**src/rtl/alu_share_arbiter_pkg.sv**
```systemverilog
// Shared definitions for the ALU time-share arbiter: ALU select codes
// (as produced by ALU control decode), FSM state encodings and width defaults.
package alu_share_arbiter_pkg;

  localparam int XLEN_DEF  = 32;
  localparam int SEL_W_DEF = 4;

  // ALU select codes, bit 3 distinguishes SUB/SRA from ADD/SRL.
  localparam logic [3:0] ALU_ADD  = 4'b0000;
  localparam logic [3:0] ALU_SLL  = 4'b0001;
  localparam logic [3:0] ALU_SLT  = 4'b0010;
  localparam logic [3:0] ALU_SLTU = 4'b0011;
  localparam logic [3:0] ALU_XOR  = 4'b0100;
  localparam logic [3:0] ALU_SRL  = 4'b0101;
  localparam logic [3:0] ALU_OR   = 4'b0110;
  localparam logic [3:0] ALU_AND  = 4'b0111;
  localparam logic [3:0] ALU_SUB  = 4'b1000;
  localparam logic [3:0] ALU_SRA  = 4'b1101;

  // Operation lifecycle: wait for a request, drive the ALU, hold the result.
  typedef enum logic [1:0] {
    ST_IDLE = 2'd0,
    ST_EXEC = 2'd1,
    ST_RESP = 2'd2
  } state_t;

endpackage

```
**src/rtl/alu_share_arbiter_if.sv**
```systemverilog
// Bundle of the requester, response and ALU-side signals of the arbiter.
// Handshake semantics: a request transfers on a rising edge where
// reqK_valid && reqK_ready; a response transfers on a rising edge where
// respK_valid && respK_ready. Valid may be withdrawn before ready, which
// cancels the request; while valid is held, operands must not change.
interface alu_share_arbiter_if #(
  parameter int XLEN  = 32,
  parameter int SEL_W = 4
);
  logic             req0_valid;
  logic             req0_ready;
  logic [XLEN-1:0]  req0_a;
  logic [XLEN-1:0]  req0_b;
  logic [SEL_W-1:0] req0_sel;
  logic             req1_valid;
  logic             req1_ready;
  logic [XLEN-1:0]  req1_a;
  logic [XLEN-1:0]  req1_b;
  logic [SEL_W-1:0] req1_sel;
  logic             resp0_valid;
  logic             resp1_valid;
  logic             resp0_ready;
  logic             resp1_ready;
  logic [XLEN-1:0]  resp_data;
  logic             resp_zero;
  logic [XLEN-1:0]  alu_a;
  logic [XLEN-1:0]  alu_b;
  logic [SEL_W-1:0] alu_sel;
  logic [XLEN-1:0]  alu_result;
  logic             alu_zero;

  // Arbiter side.
  modport slave (
    input  req0_valid, req0_a, req0_b, req0_sel,
    input  req1_valid, req1_a, req1_b, req1_sel,
    input  resp0_ready, resp1_ready, alu_result, alu_zero,
    output req0_ready, req1_ready, resp0_valid, resp1_valid,
    output resp_data, resp_zero, alu_a, alu_b, alu_sel
  );

  // Requesters plus ALU side, as seen from the surrounding pipeline.
  modport master (
    output req0_valid, req0_a, req0_b, req0_sel,
    output req1_valid, req1_a, req1_b, req1_sel,
    output resp0_ready, resp1_ready, alu_result, alu_zero,
    input  req0_ready, req1_ready, resp0_valid, resp1_valid,
    input  resp_data, resp_zero, alu_a, alu_b, alu_sel
  );
endinterface

```
**src/rtl/alu_share_arbiter_rr_arb2.sv**
```systemverilog
// Two-way round-robin grant. Requester 1 wins when it is the only one
// valid, or when both are valid and requester 0 was served last. In every
// other enabled case requester 0 holds the grant, including when nobody is
// valid, so a fresh requester-0 operation is accepted in its first cycle.
// At most one grant is ever high.
module rr_arb2 (
  input  logic valid0,
  input  logic valid1,
  input  logic last_grant,
  input  logic enable,
  output logic gnt0,
  output logic gnt1
);

  // Grant decision, purely combinational.
  always_comb begin
    gnt1 = enable && valid1 && (!valid0 || !last_grant);
    gnt0 = enable && !gnt1;
  end

endmodule

```
**src/rtl/alu_share_arbiter.sv**
```systemverilog
// Time-shares one integer ALU between the execute operand path (requester 0)
// and the branch/address path (requester 1). An accepted operation spends
// one cycle driving the ALU from registered operands, then the captured
// result and zero flag are held for the owner until it takes them.
module alu_share_arbiter
  import alu_share_arbiter_pkg::*;
#(
  parameter int XLEN  = XLEN_DEF,
  parameter int SEL_W = SEL_W_DEF
) (
  input  logic                 clk,
  input  logic                 rst_n,
  alu_share_arbiter_if.slave   bus,
  output state_t               dbg_state
);

  state_t           state_q, state_d;
  logic             last_grant_q, last_grant_d;
  logic             owner_q, owner_d;
  logic [XLEN-1:0]  op_a_q, op_a_d;
  logic [XLEN-1:0]  op_b_q, op_b_d;
  logic [SEL_W-1:0] op_sel_q, op_sel_d;
  logic [XLEN-1:0]  resp_data_q, resp_data_d;
  logic             resp_zero_q, resp_zero_d;

  logic             gnt0;
  logic             gnt1;
  logic             arb_en;
  logic             alu_busy;

  // Readies only exist in IDLE; gating with rst_n keeps them low while reset
  // is held, not just after the state has been forced.
  assign arb_en = (state_q == ST_IDLE) && rst_n;

  rr_arb2 u_rr_arb2 (
    .valid0     (bus.req0_valid),
    .valid1     (bus.req1_valid),
    .last_grant (last_grant_q),
    .enable     (arb_en),
    .gnt0       (gnt0),
    .gnt1       (gnt1)
  );

  // Next-state and datapath capture for accept / execute / respond.
  always_comb begin
    state_d      = state_q;
    last_grant_d = last_grant_q;
    owner_d      = owner_q;
    op_a_d       = op_a_q;
    op_b_d       = op_b_q;
    op_sel_d     = op_sel_q;
    resp_data_d  = resp_data_q;
    resp_zero_d  = resp_zero_q;
    case (state_q)
      ST_IDLE: begin
        if (gnt0 && bus.req0_valid) begin
          op_a_d       = bus.req0_a;
          op_b_d       = bus.req0_b;
          op_sel_d     = bus.req0_sel;
          owner_d      = 1'b0;
          last_grant_d = 1'b0;
          state_d      = ST_EXEC;
        end else if (gnt1) begin
          op_a_d       = bus.req1_a;
          op_b_d       = bus.req1_b;
          op_sel_d     = bus.req1_sel;
          owner_d      = 1'b1;
          last_grant_d = 1'b1;
          state_d      = ST_EXEC;
        end
      end
      ST_EXEC: begin
        resp_data_d = bus.alu_result;
        resp_zero_d = bus.alu_zero;
        state_d     = ST_RESP;
      end
      ST_RESP: begin
        // Only the owner's ready releases the result.
        if (owner_q ? bus.resp1_ready : bus.resp0_ready) begin
          state_d = ST_IDLE;
        end
      end
      default: state_d = ST_IDLE;
    endcase
  end

  // State and data registers; last_grant resets to 1 so req0 wins the first tie.
  always_ff @(posedge clk or negedge rst_n) begin
    if (!rst_n) begin
      state_q      <= ST_IDLE;
      last_grant_q <= 1'b1;
      owner_q      <= 1'b0;
      op_a_q       <= '0;
      op_b_q       <= '0;
      op_sel_q     <= '0;
      resp_data_q  <= '0;
      resp_zero_q  <= 1'b0;
    end else begin
      state_q      <= state_d;
      last_grant_q <= last_grant_d;
      owner_q      <= owner_d;
      op_a_q       <= op_a_d;
      op_b_q       <= op_b_d;
      op_sel_q     <= op_sel_d;
      resp_data_q  <= resp_data_d;
      resp_zero_q  <= resp_zero_d;
    end
  end

  // ALU inputs carry the captured operation only while one is in flight;
  // otherwise they sit at zero operands with the ADD select.
  assign alu_busy       = (state_q == ST_EXEC) || (state_q == ST_RESP);
  assign bus.alu_a      = alu_busy ? op_a_q   : '0;
  assign bus.alu_b      = alu_busy ? op_b_q   : '0;
  assign bus.alu_sel    = alu_busy ? op_sel_q : SEL_W'(ALU_ADD);

  assign bus.req0_ready  = gnt0;
  assign bus.req1_ready  = gnt1;
  assign bus.resp0_valid = (state_q == ST_RESP) && !owner_q;
  assign bus.resp1_valid = (state_q == ST_RESP) &&  owner_q;
  assign bus.resp_data   = resp_data_q;
  assign bus.resp_zero   = resp_zero_q;

  assign dbg_state = state_q;

endmodule

```
**src/flat_wrapper.sv**
```systemverilog
// flat-port wrapper written by rule: the top's interface ports become plain ports
module alu_share_arbiter_flat import alu_share_arbiter_pkg::*;
#(
  parameter int XLEN  = XLEN_DEF,
  parameter int SEL_W = SEL_W_DEF
)
  (clk, rst_n, dbg_state, bus_req0_valid, bus_req0_a, bus_req0_b, bus_req0_sel, bus_req1_valid, bus_req1_a, bus_req1_b, bus_req1_sel, bus_resp0_ready, bus_resp1_ready, bus_alu_result, bus_alu_zero, bus_req0_ready, bus_req1_ready, bus_resp0_valid, bus_resp1_valid, bus_resp_data, bus_resp_zero, bus_alu_a, bus_alu_b, bus_alu_sel);
  alu_share_arbiter_if #(.XLEN(XLEN), .SEL_W(SEL_W)) bus_i ();
  input  logic clk;
  input  logic rst_n;
  output state_t dbg_state;
  input wire logic [$bits(bus_i.req0_valid)-1:0] bus_req0_valid;
  input wire logic [$bits(bus_i.req0_a)-1:0] bus_req0_a;
  input wire logic [$bits(bus_i.req0_b)-1:0] bus_req0_b;
  input wire logic [$bits(bus_i.req0_sel)-1:0] bus_req0_sel;
  input wire logic [$bits(bus_i.req1_valid)-1:0] bus_req1_valid;
  input wire logic [$bits(bus_i.req1_a)-1:0] bus_req1_a;
  input wire logic [$bits(bus_i.req1_b)-1:0] bus_req1_b;
  input wire logic [$bits(bus_i.req1_sel)-1:0] bus_req1_sel;
  input wire logic [$bits(bus_i.resp0_ready)-1:0] bus_resp0_ready;
  input wire logic [$bits(bus_i.resp1_ready)-1:0] bus_resp1_ready;
  input wire logic [$bits(bus_i.alu_result)-1:0] bus_alu_result;
  input wire logic [$bits(bus_i.alu_zero)-1:0] bus_alu_zero;
  output wire logic [$bits(bus_i.req0_ready)-1:0] bus_req0_ready;
  output wire logic [$bits(bus_i.req1_ready)-1:0] bus_req1_ready;
  output wire logic [$bits(bus_i.resp0_valid)-1:0] bus_resp0_valid;
  output wire logic [$bits(bus_i.resp1_valid)-1:0] bus_resp1_valid;
  output wire logic [$bits(bus_i.resp_data)-1:0] bus_resp_data;
  output wire logic [$bits(bus_i.resp_zero)-1:0] bus_resp_zero;
  output wire logic [$bits(bus_i.alu_a)-1:0] bus_alu_a;
  output wire logic [$bits(bus_i.alu_b)-1:0] bus_alu_b;
  output wire logic [$bits(bus_i.alu_sel)-1:0] bus_alu_sel;
  assign bus_i.req0_valid = bus_req0_valid;
  assign bus_i.req0_a = bus_req0_a;
  assign bus_i.req0_b = bus_req0_b;
  assign bus_i.req0_sel = bus_req0_sel;
  assign bus_i.req1_valid = bus_req1_valid;
  assign bus_i.req1_a = bus_req1_a;
  assign bus_i.req1_b = bus_req1_b;
  assign bus_i.req1_sel = bus_req1_sel;
  assign bus_i.resp0_ready = bus_resp0_ready;
  assign bus_i.resp1_ready = bus_resp1_ready;
  assign bus_i.alu_result = bus_alu_result;
  assign bus_i.alu_zero = bus_alu_zero;
  assign bus_req0_ready = bus_i.req0_ready;
  assign bus_req1_ready = bus_i.req1_ready;
  assign bus_resp0_valid = bus_i.resp0_valid;
  assign bus_resp1_valid = bus_i.resp1_valid;
  assign bus_resp_data = bus_i.resp_data;
  assign bus_resp_zero = bus_i.resp_zero;
  assign bus_alu_a = bus_i.alu_a;
  assign bus_alu_b = bus_i.alu_b;
  assign bus_alu_sel = bus_i.alu_sel;
  alu_share_arbiter #(.XLEN(XLEN), .SEL_W(SEL_W)) u_core (.clk(clk), .rst_n(rst_n), .bus(bus_i), .dbg_state(dbg_state));
endmodule
```
**config.mk**
```make
export PLATFORM = sky130hd
export DESIGN_NAME = alu_share_arbiter_flat
export DESIGN_NICKNAME = d
export VERILOG_FILES = /design/src/rtl/alu_share_arbiter_pkg.sv /design/src/rtl/alu_share_arbiter_if.sv /design/src/rtl/alu_share_arbiter_rr_arb2.sv /design/src/rtl/alu_share_arbiter.sv /design/src/flat_wrapper.sv
export SDC_FILE = /design/constraint.sdc
export NUM_CORES = 1
export LEC_CHECK = 0
export ABC_CLOCK_PERIOD_IN_PS = 1700
export CORE_MARGIN = 2
export CORE_UTILIZATION = 36
export DETAILED_ROUTE_END_ITERATION = 8
export PLACE_DENSITY = 0.82
export SYNTH_ARGS = -nofsm -noshare
export SYNTH_HDL_FRONTEND = slang
export SYNTH_SLANG_ARGS = --single-unit
export TNS_END_PERCENT = 100
```
**constraint.sdc**
```tcl
create_clock -name clk -period 1.7 [get_ports clk]
set_input_delay 0.51 -clock clk [delete_from_list [all_inputs] [get_ports clk]]
set_output_delay 0.51 -clock clk [all_outputs]
set_load 0.02 [all_outputs]
```
* Yosys cells after proc, flatten, opt, wreduce, memory -nomap -nowiden *
Index checks and enable logic that the tools add are counted.

word-level totals
  flip-flop bits (word level) = 105
  input bits = 175
  word-level logic and storage cells = 45
  output and inout port bits = 107

operators by class
  reduce and logical (&&, ||, !) cells = 17
  muxes and demuxes = 16
  equality and inequality tests = 4

operators with widths
  operator                                               count
  two-way mux 32 bit                                     6
  two-way mux 4 bit                                      3
  logical AND 1 bit                                      7
  two-way mux 2 bit                                      3
  case mux 2 bit (3 select lines)                        1
  logical NOT 1 bit                                      4
  AND reduction 2 bit                                    2
  two-way mux 1 bit                                      3
  inequality test 3 bit, second input constant           1
  equality test 2 x 1 -> 1 bit, second input constant    1
  equality test 2 bit, second input constant             1
  logical NOT 2 bit                                      1
  logical OR 1 bit                                       2
  inequality test 2 x 1 -> 1 bit, second input constant  1
  nonzero test 2 bit                                     1

* Longest topological paths before layout *
Gate-level depths: netlist of the first run.

  word-level depth = 9
  depth in mapped cells = 7
  mapped depth without buffers = 5

* Modules after synthesis *
Synthesis of the first run repeated with hierarchy kept, for this count alone.

unflattened totals
  cells, all modules = 476
  area total of the unflattened synthesis = 5270.1 sq um

modules (own cells, without submodules)
  module             seq. area each (sq um)  cells an instance  area an instance (sq um)  instances
  alu_share_arbiter  2628.8                  473                5252.5                    1
  rr_arb2            0.0                     3                  17.5                      1

* Least setup slack after synthesis of the first run *
OpenSTA, ideal clock, no wires.

  kind = reg2out
  start = register u_core.state_q[0], in the netlist u_core.dbg_state[0]
  end = output port bus_alu_a[10]
  required time = 1.190 ns
  cell stages (with the launch flop) = 6
  path buffers = 2
  slack = -0.434 ns
  arrival = 1.624 ns
  cell sequence = dfrtp_1 -> inv_1 -> ha_1 -> clkbuf_1 -> clkbuf_1 -> and2_1

on the way
  longest elaborated chain between the ends = 3
  elaborated cells between the ends (all ways) = 4
  classes of those cells = 2 x eq/ne; 1 x mux; 1 x reduce/logical

ends and longest elaborated chain
  element                                                                     line                      source
  start, declared                                                             alu_share_arbiter.sv:17   state_t state_q, state_d;
  start signal, assigned                                                      alu_share_arbiter.sv:99   state_q <= state_d;
  equality test 2 x 1 -> 1 bit / equality test 2 bit (equally long branches)  alu_share_arbiter.sv:112  assign alu_busy = (state_q == ST_EXEC) || (state_q == ST_RESP);
  logical OR 1 bit *                                                          alu_share_arbiter.sv:112
  two-way mux 32 bit *                                                        alu_share_arbiter.sv:113  assign bus.alu_a = alu_busy ? op_a_q : '0;
  end, declared                                                               flat_wrapper.sv:30        output wire logic [$bits(bus_i.alu_a)-1:0] bus_alu_a;

Mark *: on every way between the ends. The rest lies on a longest branch, timed or not.

* Worst setup path after layout of the first run *
  start = register u_core.state_q[0], in the netlist u_core.dbg_state[0]
  end = output port bus_alu_sel[0]

on the way
  longest elaborated chain between the ends = 3
  elaborated cells between the ends (all ways) = 4
  classes of those cells = 2 x eq/ne; 1 x mux; 1 x reduce/logical

ends and longest elaborated chain
  element                                                                     line                      source
  equality test 2 x 1 -> 1 bit / equality test 2 bit (equally long branches)  alu_share_arbiter.sv:112
  logical OR 1 bit *                                                          alu_share_arbiter.sv:112
  two-way mux 4 bit *                                                         alu_share_arbiter.sv:115  assign bus.alu_sel = alu_busy ? op_sel_q : SEL_W'(ALU_ADD);
  end, declared                                                               flat_wrapper.sv:32        output wire logic [$bits(bus_i.alu_sel)-1:0] bus_alu_sel;

Marks and branches as above.

==> impl_metrics.env, run 1 <==
export IMPL_yosysMostFrequentCell="and2_1"
export IMPL_place_congestion=0.830
export IMPL_nNetsFinal=983
export IMPL_std_cell_rows=45
export IMPL_synth_edf_count=0
export IMPL_dp_cells=932
export IMPL_pre_cts_ws_ns=-0.726
export IMPL_synth_fp_nets=663
export IMPL_clockBufferDepth=2
export IMPL_synth_simple_area_share_pct=25.8
export IMPL_place_detailed_hpwl_um=12600
export IMPL_p_leak_uw=0.00467
export IMPL_violations="setup timing"
export IMPL_wl_um=22100
export IMPL_fmax_mhz=460
export IMPL_drive_gt1_share_pct=40.9
export IMPL_synth_top_area_cell="dfrtp_1"
export IMPL_wire_per_inst_um=22.2
export IMPL_synth_top_family_by_area="simple AND/OR/NAND/NOR gates"
export IMPL_regArea_mm2=0.00263
export IMPL_synth_top_area_share_pct=47.4
export IMPL_synthMuxAreaShare_pct=7.36
export IMPL_die_w_um=127
export IMPL_maxCapViolations=0
export IMPL_irDropWorstVdd_uv=929
export IMPL_final_cells=993
export IMPL_n_antenna_cell=0
export IMPL_hold_slack_ns=0.188
export IMPL_tns_ns=-37.87
export IMPL_seq_area_frac_synth_pct=47.9
export IMPL_period_share_pct=128
export IMPL_syn_instance_count=483
export IMPL_grt_pass1_wl_um=31400
export IMPL_synth_avg_cell_area_um2=11.4
export IMPL_synth_xor_area_share_pct=0
export IMPL_slew_headroom_pct=49.7
export IMPL_die_area_mm2=0.0163
export IMPL_core_area_mm2=0.0150
export IMPL_start_util_pct=36.5
export IMPL_ioPinCount=282
export IMPL_synthFlopType="dfrtp_1"
export IMPL_stdcell_area_mm2=0.0103
export IMPL_ys_types=24
export IMPL_drt_iter0_markers=277
export IMPL_multiInputGateArea_mm2=0.00300
export IMPL_async_reset_ff_share_pct=100
export IMPL_numCtsBuffers=9
export IMPL_vias_per_cell=5.43
export IMPL_cp_start_kind="register"
export IMPL_min_path_type="in2async"
export IMPL_antenna_left=0
export IMPL_synth_compound_area_share_pct=13.0
export IMPL_first_pass_iters=4
export IMPL_synth_commonest_cells="and2_1 (137), dfrtp_1 (104), a311o_1 (68), nor3b_1 (68), mux2_2 (35)"
export IMPL_portBuffers=281
export IMPL_fp_dieH_um=127
export IMPL_cts_root_buf="clkbuf_16"
export IMPL_worst_ep_arrival_time_ns=1.66
export IMPL_postCtsHoldBufs=0
export IMPL_critPathKind="reg2out"
export IMPL_grt_total_usage_pct=25.2
export IMPL_syn2layout_area_growth_pct=87.9
export IMPL_clkTransAtPathRegs_ns=0.07
export IMPL_worst_skew_pair_late_latency_ns=0.35
export IMPL_synth_seq_cells=105
export IMPL_rsz0062_at_grt="true"
export IMPL_grt_max_degree=69
export IMPL_fin_crit_ns=2.17
export IMPL_cp_data_required_time_ns=1.19
export IMPL_netlist_area_mm2=0.00549
export IMPL_grt_pass1_vias=5696
export IMPL_placed_area_mm2=0.00878
export IMPL_end_kind="primary output"
export IMPL_fill_cells=1049
export IMPL_drc=0
export IMPL_finClkSkew_ns=0.00929
export IMPL_synthTopCellsByArea="dfrtp_1 (47%), and2_1 (16%), a311o_1 (12%)"
export IMPL_yosysWarnings=0
export IMPL_htree_num_levels=3
export IMPL_via_count=5390
export IMPL_synth_fa_ha_area_share_pct=1.14
export IMPL_antenna_found_initial=0
export IMPL_cts_tree="built"
export IMPL_cts_sink_count=105
export IMPL_pwr_density_cell_mw_per_mm2=1950
export IMPL_rr_startpoint="u_core.dbg_state[0]"
export IMPL_grt_overflow=0
export IMPL_critPathLaunch="u_core.dbg_state[0]"
export IMPL_setup_viol=143
export IMPL_status="finished, violations left"
export IMPL_path_max_fanout=6
export IMPL_hold_viol=0
export IMPL_maxSlewViolCount=0
export IMPL_finalWorstSetupSlack_ns=-0.474
export IMPL_tightestPinTransition_ns=0.755
placed cells by master (no fill, tap or decap), types with 19 or more instances in the layout:
cell type and count:
clkdlybuf4s50_1 171, buf_12 19, buf_4 25, a311o_1 68, mux2_2 33, and2_4 107
buf_6 73, and2_1 25, dfrtp_1 102, dlymetal6s2s_1 31, nor3b_1 63
cell families (layout without fill, tap and decap cells):
logic type | after synthesis | count (layout)
multiplexers | 36 | 36
AO/OA/AOI/OAI | 73 | 73
buffers and inverters | 50 | 371
AND/OR/NAND/NOR | 214 | 215
adder cells (fa/ha/maj) | 5 | 5
flip-flops | 105 | 105
final cells by class:
cell class | count | area share [%]
Timing Repair Buffer | 356 | 40.6
Multi-Input combinational cell | 329 | 29.1
Sequential cell | 105 | 25.5
Clock buffer | 12 | 2.39
Tap cell | 188 | 2.28
Inverter | 2 | 0.0728
Clock inverter | 1 | 0.0485
final timing paths:
kind | endpoint | slack (ns) | cells past startpoint
worst min-delay path | u_core.op_a_q[0] | 0.19 | 2
worst max register to register | u_core.op_b_q[0] | -0.20 | 9
min in group clk | u_core.bus.resp_data[10] | 0.50 | 1
worst max-delay path | bus_alu_sel[0] | -0.47 | 6
max in group asynchronous | u_core.bus.resp_data[24] | 0.47 | 3
worst min register to register | u_core.bus.resp_data[10] | 0.50 | 1
power breakdown:
part           internal, uW  switching [uW]
Combinational          7840            5900
Sequential             3800             720
Clock                  1010             884
sequential cells by signal, indices dropped and copies added (netlist names):
| register | flops |
|---|---|
| u_core.bus.resp_data | 32 |
| u_core.bus.resp_zero | 1 |
| u_core.dbg_state | 2 |
| u_core.last_grant_q | 1 |
| u_core.op_a_q | 32 |
| u_core.op_b_q | 32 |
| u_core.op_sel_q | 4 |
| u_core.owner_q | 1 |
metrics by stage:
step                util [%]  power, uW
floorplan                  -      10600
global placement        58.4      15000
detailed placement      58.4      15400
CTS                     64.4      18100
global route            68.6      21100
finish                  68.6      20100
worst max-delay path, stage by stage (launching register included):
cell       delay (ns)
dfrtp_2          0.37
inv_2            0.06
ha_4             0.32
buf_8            0.15
clkbuf_16        0.16
and2_4           0.16
buf_6            0.11
routing by layer:
metal / GRT usage (%) / wire (um) / share of wire [%] / vias to the layer above
met3: 6.66 / 1680 / 7.6 / 38
li1: - / - / - / 2384
met4: 9.37 / 507 / 2.3 / 0
met1: 30.1 / 8760 / 40 / 2706
met5: 0 / 0 / 0 / -
met2: 43.6 / 11100 / 50 / 262
repair_timing:
item                                    CTS  global route
pin swaps                                26            54
endpoints found under the setup margin  179           177
gates resized for setup                 411           194
buffers inserted                         18            11
gates cloned                             20             9
No activity file was read; power rests on OpenSTA's default activity.
==> run 2, diff against run 1 <==
--- a/config.mk
+++ b/config.mk
@@ -5,11 +5,14 @@
 export SDC_FILE = /design/constraint.sdc
 export NUM_CORES = 1
 export LEC_CHECK = 0
+export ABC_AREA = 1
 export ABC_CLOCK_PERIOD_IN_PS = 1700
 export CORE_MARGIN = 2
-export CORE_UTILIZATION = 36
+export CORE_UTILIZATION = 40
 export DETAILED_ROUTE_END_ITERATION = 8
-export PLACE_DENSITY = 0.82
+export DONT_BUFFER_PORTS = 1
+export GPL_TIMING_DRIVEN = 0
+export PLACE_DENSITY = 0.61
 export SYNTH_ARGS = -nofsm -noshare
 export SYNTH_HDL_FRONTEND = slang
 export SYNTH_SLANG_ARGS = --single-unit
==> run 2 against run 1 <==
The flow finishes with violations (hold timing, setup timing); non-clock buffer count is 261 lower; sequential share of layout area rose by 5.2 points; global-route usage down 2.8 points; register-to-register slack improved by 0.03 ns; core utilization down 10 points; largest cell class is now multi-input combinational cells.
==> impl_metrics.env, run 2 <==
export IMPL_slew_headroom_pct=68.4
export IMPL_cp_data_required_time_ns=1.19
export IMPL_synth_seq_cells=105
export IMPL_rsz0062_at_grt="true"
export IMPL_finClkSkew_ns=0.00616
export IMPL_synth_top_area_share_pct=43.1
export IMPL_async_reset_ff_share_pct=100
export IMPL_finalPower_uw=18500
export IMPL_pwr_density_cell_mw_per_mm2=2170
export IMPL_synth_fp_nets=1021
export IMPL_r2r_slack_ns=-0.17
export IMPL_cts_sink_count=105
export IMPL_irDropWorstVdd_uv=1080
export IMPL_path_max_fanout=8
export IMPL_place_congestion=0.800
export IMPL_worst_skew_pair_late_latency_ns=0.35
export IMPL_fmax_mhz=449
export IMPL_stdcell_area_mm2=0.00856
export IMPL_synthTopCellsByArea="dfrtp_1 (43%), nand2_1 (13%), inv_1 (13%)"
export IMPL_ys_types=21
export IMPL_hold_viol=104
export IMPL_maxCapViolations=0
export IMPL_yosysWarnings=0
export IMPL_grt_overflow=0
export IMPL_syn2layout_area_growth_pct=41.7
export IMPL_tightestPinTransition_ns=0.474
export IMPL_min_path_type="in2async"
export IMPL_pre_cts_ws_ns=-0.381
export IMPL_rr_worst_depth=11
export IMPL_violations="hold timing, setup timing"
export IMPL_grt_pass1_vias=5350
export IMPL_cp_start_kind="register"
export IMPL_antenna_found_initial=0
export IMPL_worst_ep_arrival_time_ns=1.71
export IMPL_synth_edf_count=0
export IMPL_setup_viol=173
export IMPL_drc=0
export IMPL_place_detailed_hpwl_um=12300
export IMPL_dp_cells=1025
export IMPL_critPathKind="reg2out"
export IMPL_final_cell_mix="nand2_1 (161), inv_1 (138), dfrtp_1 (102), nand4_1 (68), a21oi_2 (61)"
export IMPL_synth_commonest_cells="nand2_1 (214), inv_1 (210), dfrtp_1 (104)"
export IMPL_clkTransAtPathRegs_ns=0.07
export IMPL_synthFlopType="dfrtp_1"
export IMPL_rr_startpoint="u_core.dbg_state[0]"
export IMPL_fp_dieH_um=127
export IMPL_via_count=5539
export IMPL_grt_max_degree=107
export IMPL_fin_crit_ns=2.22
export IMPL_p_leak_uw=0.00443
export IMPL_clockBufferDepth=2
export IMPL_htree_num_levels=3
export IMPL_die_area_mm2=0.0161
export IMPL_wl_um=18700
export IMPL_ioPinCount=282
export IMPL_start_util_pct=41.2
export IMPL_n_antenna_cell=0
export IMPL_critPathLaunch="u_core.dbg_state[0]"
export IMPL_first_pass_iters=4
export IMPL_portBuffers=0
export IMPL_std_cell_rows=44
export IMPL_vias_per_cell=5.13
export IMPL_netlist_area_mm2=0.00604
export IMPL_synth_avg_cell_area_um2=7.18
export IMPL_placed_area_mm2=0.00634
export IMPL_yosysMostFrequentCell="nand2_1"
export IMPL_syn_instance_count=841
export IMPL_drive_gt1_share_pct=44.2
export IMPL_final_cells=1079
export IMPL_layout_commonest_cell="nand2_1"
export IMPL_fill_cells=1366
export IMPL_tns_ns=-45.70
export IMPL_antenna_left=0
export IMPL_numCtsBuffers=9
export IMPL_nNetsFinal=1071
export IMPL_period_share_pct=131
export IMPL_r2r_end="u_core.op_a_q[15]"
export IMPL_cts_tree="built"
export IMPL_synth_top_area_cell="dfrtp_1"
export IMPL_die_w_um=127
export IMPL_cts_root_buf="clkbuf_16"
export IMPL_wire_per_inst_um=17.3
export IMPL_finalWorstSetupSlack_ns=-0.525
export IMPL_end_kind="primary output"
export IMPL_drt_iter0_markers=195
export IMPL_grt_total_usage_pct=22.4
export IMPL_hold_slack_ns=-0.154
export IMPL_grt_pass1_wl_um=28300
export IMPL_maxSlewViolCount=0
export IMPL_seq_area_frac_synth_pct=43.5
export IMPL_status="finished, violations left"
export IMPL_core_area_mm2=0.0146
[run 2: per-stage QoR]
stage                     hold slack (ns)  util, %
after floorplan                     0.214        -
after global placement              0.217     43.3
after detailed placement            0.217     43.3
after CTS                          -0.171     55.1
after global routing               -0.173     58.4
final                              -0.154     58.4
[run 2: how the worst max path moves through the flow]
stage | endpoint | slack, ns | cells after the start
2_1_floorplan | bus_alu_a[10] | -0.13 | 7
3_3_place_gp | u_core.op_b_q[10] | -0.38 | 8
3_5_place_dp | u_core.op_b_q[12] | -0.38 | 8
4_1_cts | bus_alu_a[17] | -0.52 | 6
5_1_grt | bus_alu_a[10] | -0.59 | 6
6_report | bus_alu_a[19] | -0.52 | 6
[run 2: critical path: stages (launching register included)]
cell and delay (ns):
dfrtp_2 0.49, inv_2 0.09, ha_4 0.30, clkbuf_16 0.18, buf_12 0.14, nand2_2 0.07
inv_4 0.08
[run 2: area by class of cell]
| class | instances | area [um2] | share of cell area, % |
|---|---|---|---|
| inverter | 211 | 897 | 10.5 |
| clock buffer | 9 | 225 | 2.63 |
| tap | 184 | 230 | 2.69 |
| timing repair buffer | 43 | 631 | 7.37 |
| multi-input combinational | 469 | 3260 | 38.0 |
| buffer | 52 | 634 | 7.41 |
| clock inverter | 6 | 52.6 | 0.614 |
| sequential | 105 | 2630 | 30.8 |
[run 2: where the power goes]
part	total [uW]	switching, uW	internal [uW]
sequential	5480	1720	3760
combinational	11100	6420	4630
clock	1990	985	1010
total	18500	9130	9400
[run 2: logic make-up (layout without fill, tap and decap cells)]
group | after synthesis | after routing | share of synthesized area (%)
flip-flops | 105 | 105 | 43.5
AND/OR/NAND/NOR | 362 | 362 | 26.0
adder cells (fa/ha/maj) | 5 | 5 | 1.04
AO/OA/AOI/OAI | 69 | 69 | 5.72
multiplexers | 33 | 33 | 6.15
buffers and inverters | 267 | 321 | 17.6
[run 2: timing repair]
action / CTS / global route
endpoints found under the hold margin: 104 / 104
cloned: 15 / 3
pin swaps: 28 / 49
gates resized for setup: 240 / 188
setup buffers: 29 / 8
endpoints found under the setup margin: 174 / 174
[run 2: per-layer routing]
layer  up-vias  wire length (um)  global-route usage [%]
li1       2641                 -                       -
met1      2673              7930                    29.4
met3        29               855                    3.42
met2       196              9560                    37.9
met4         0               358                    7.69
met5         -                 0                       0
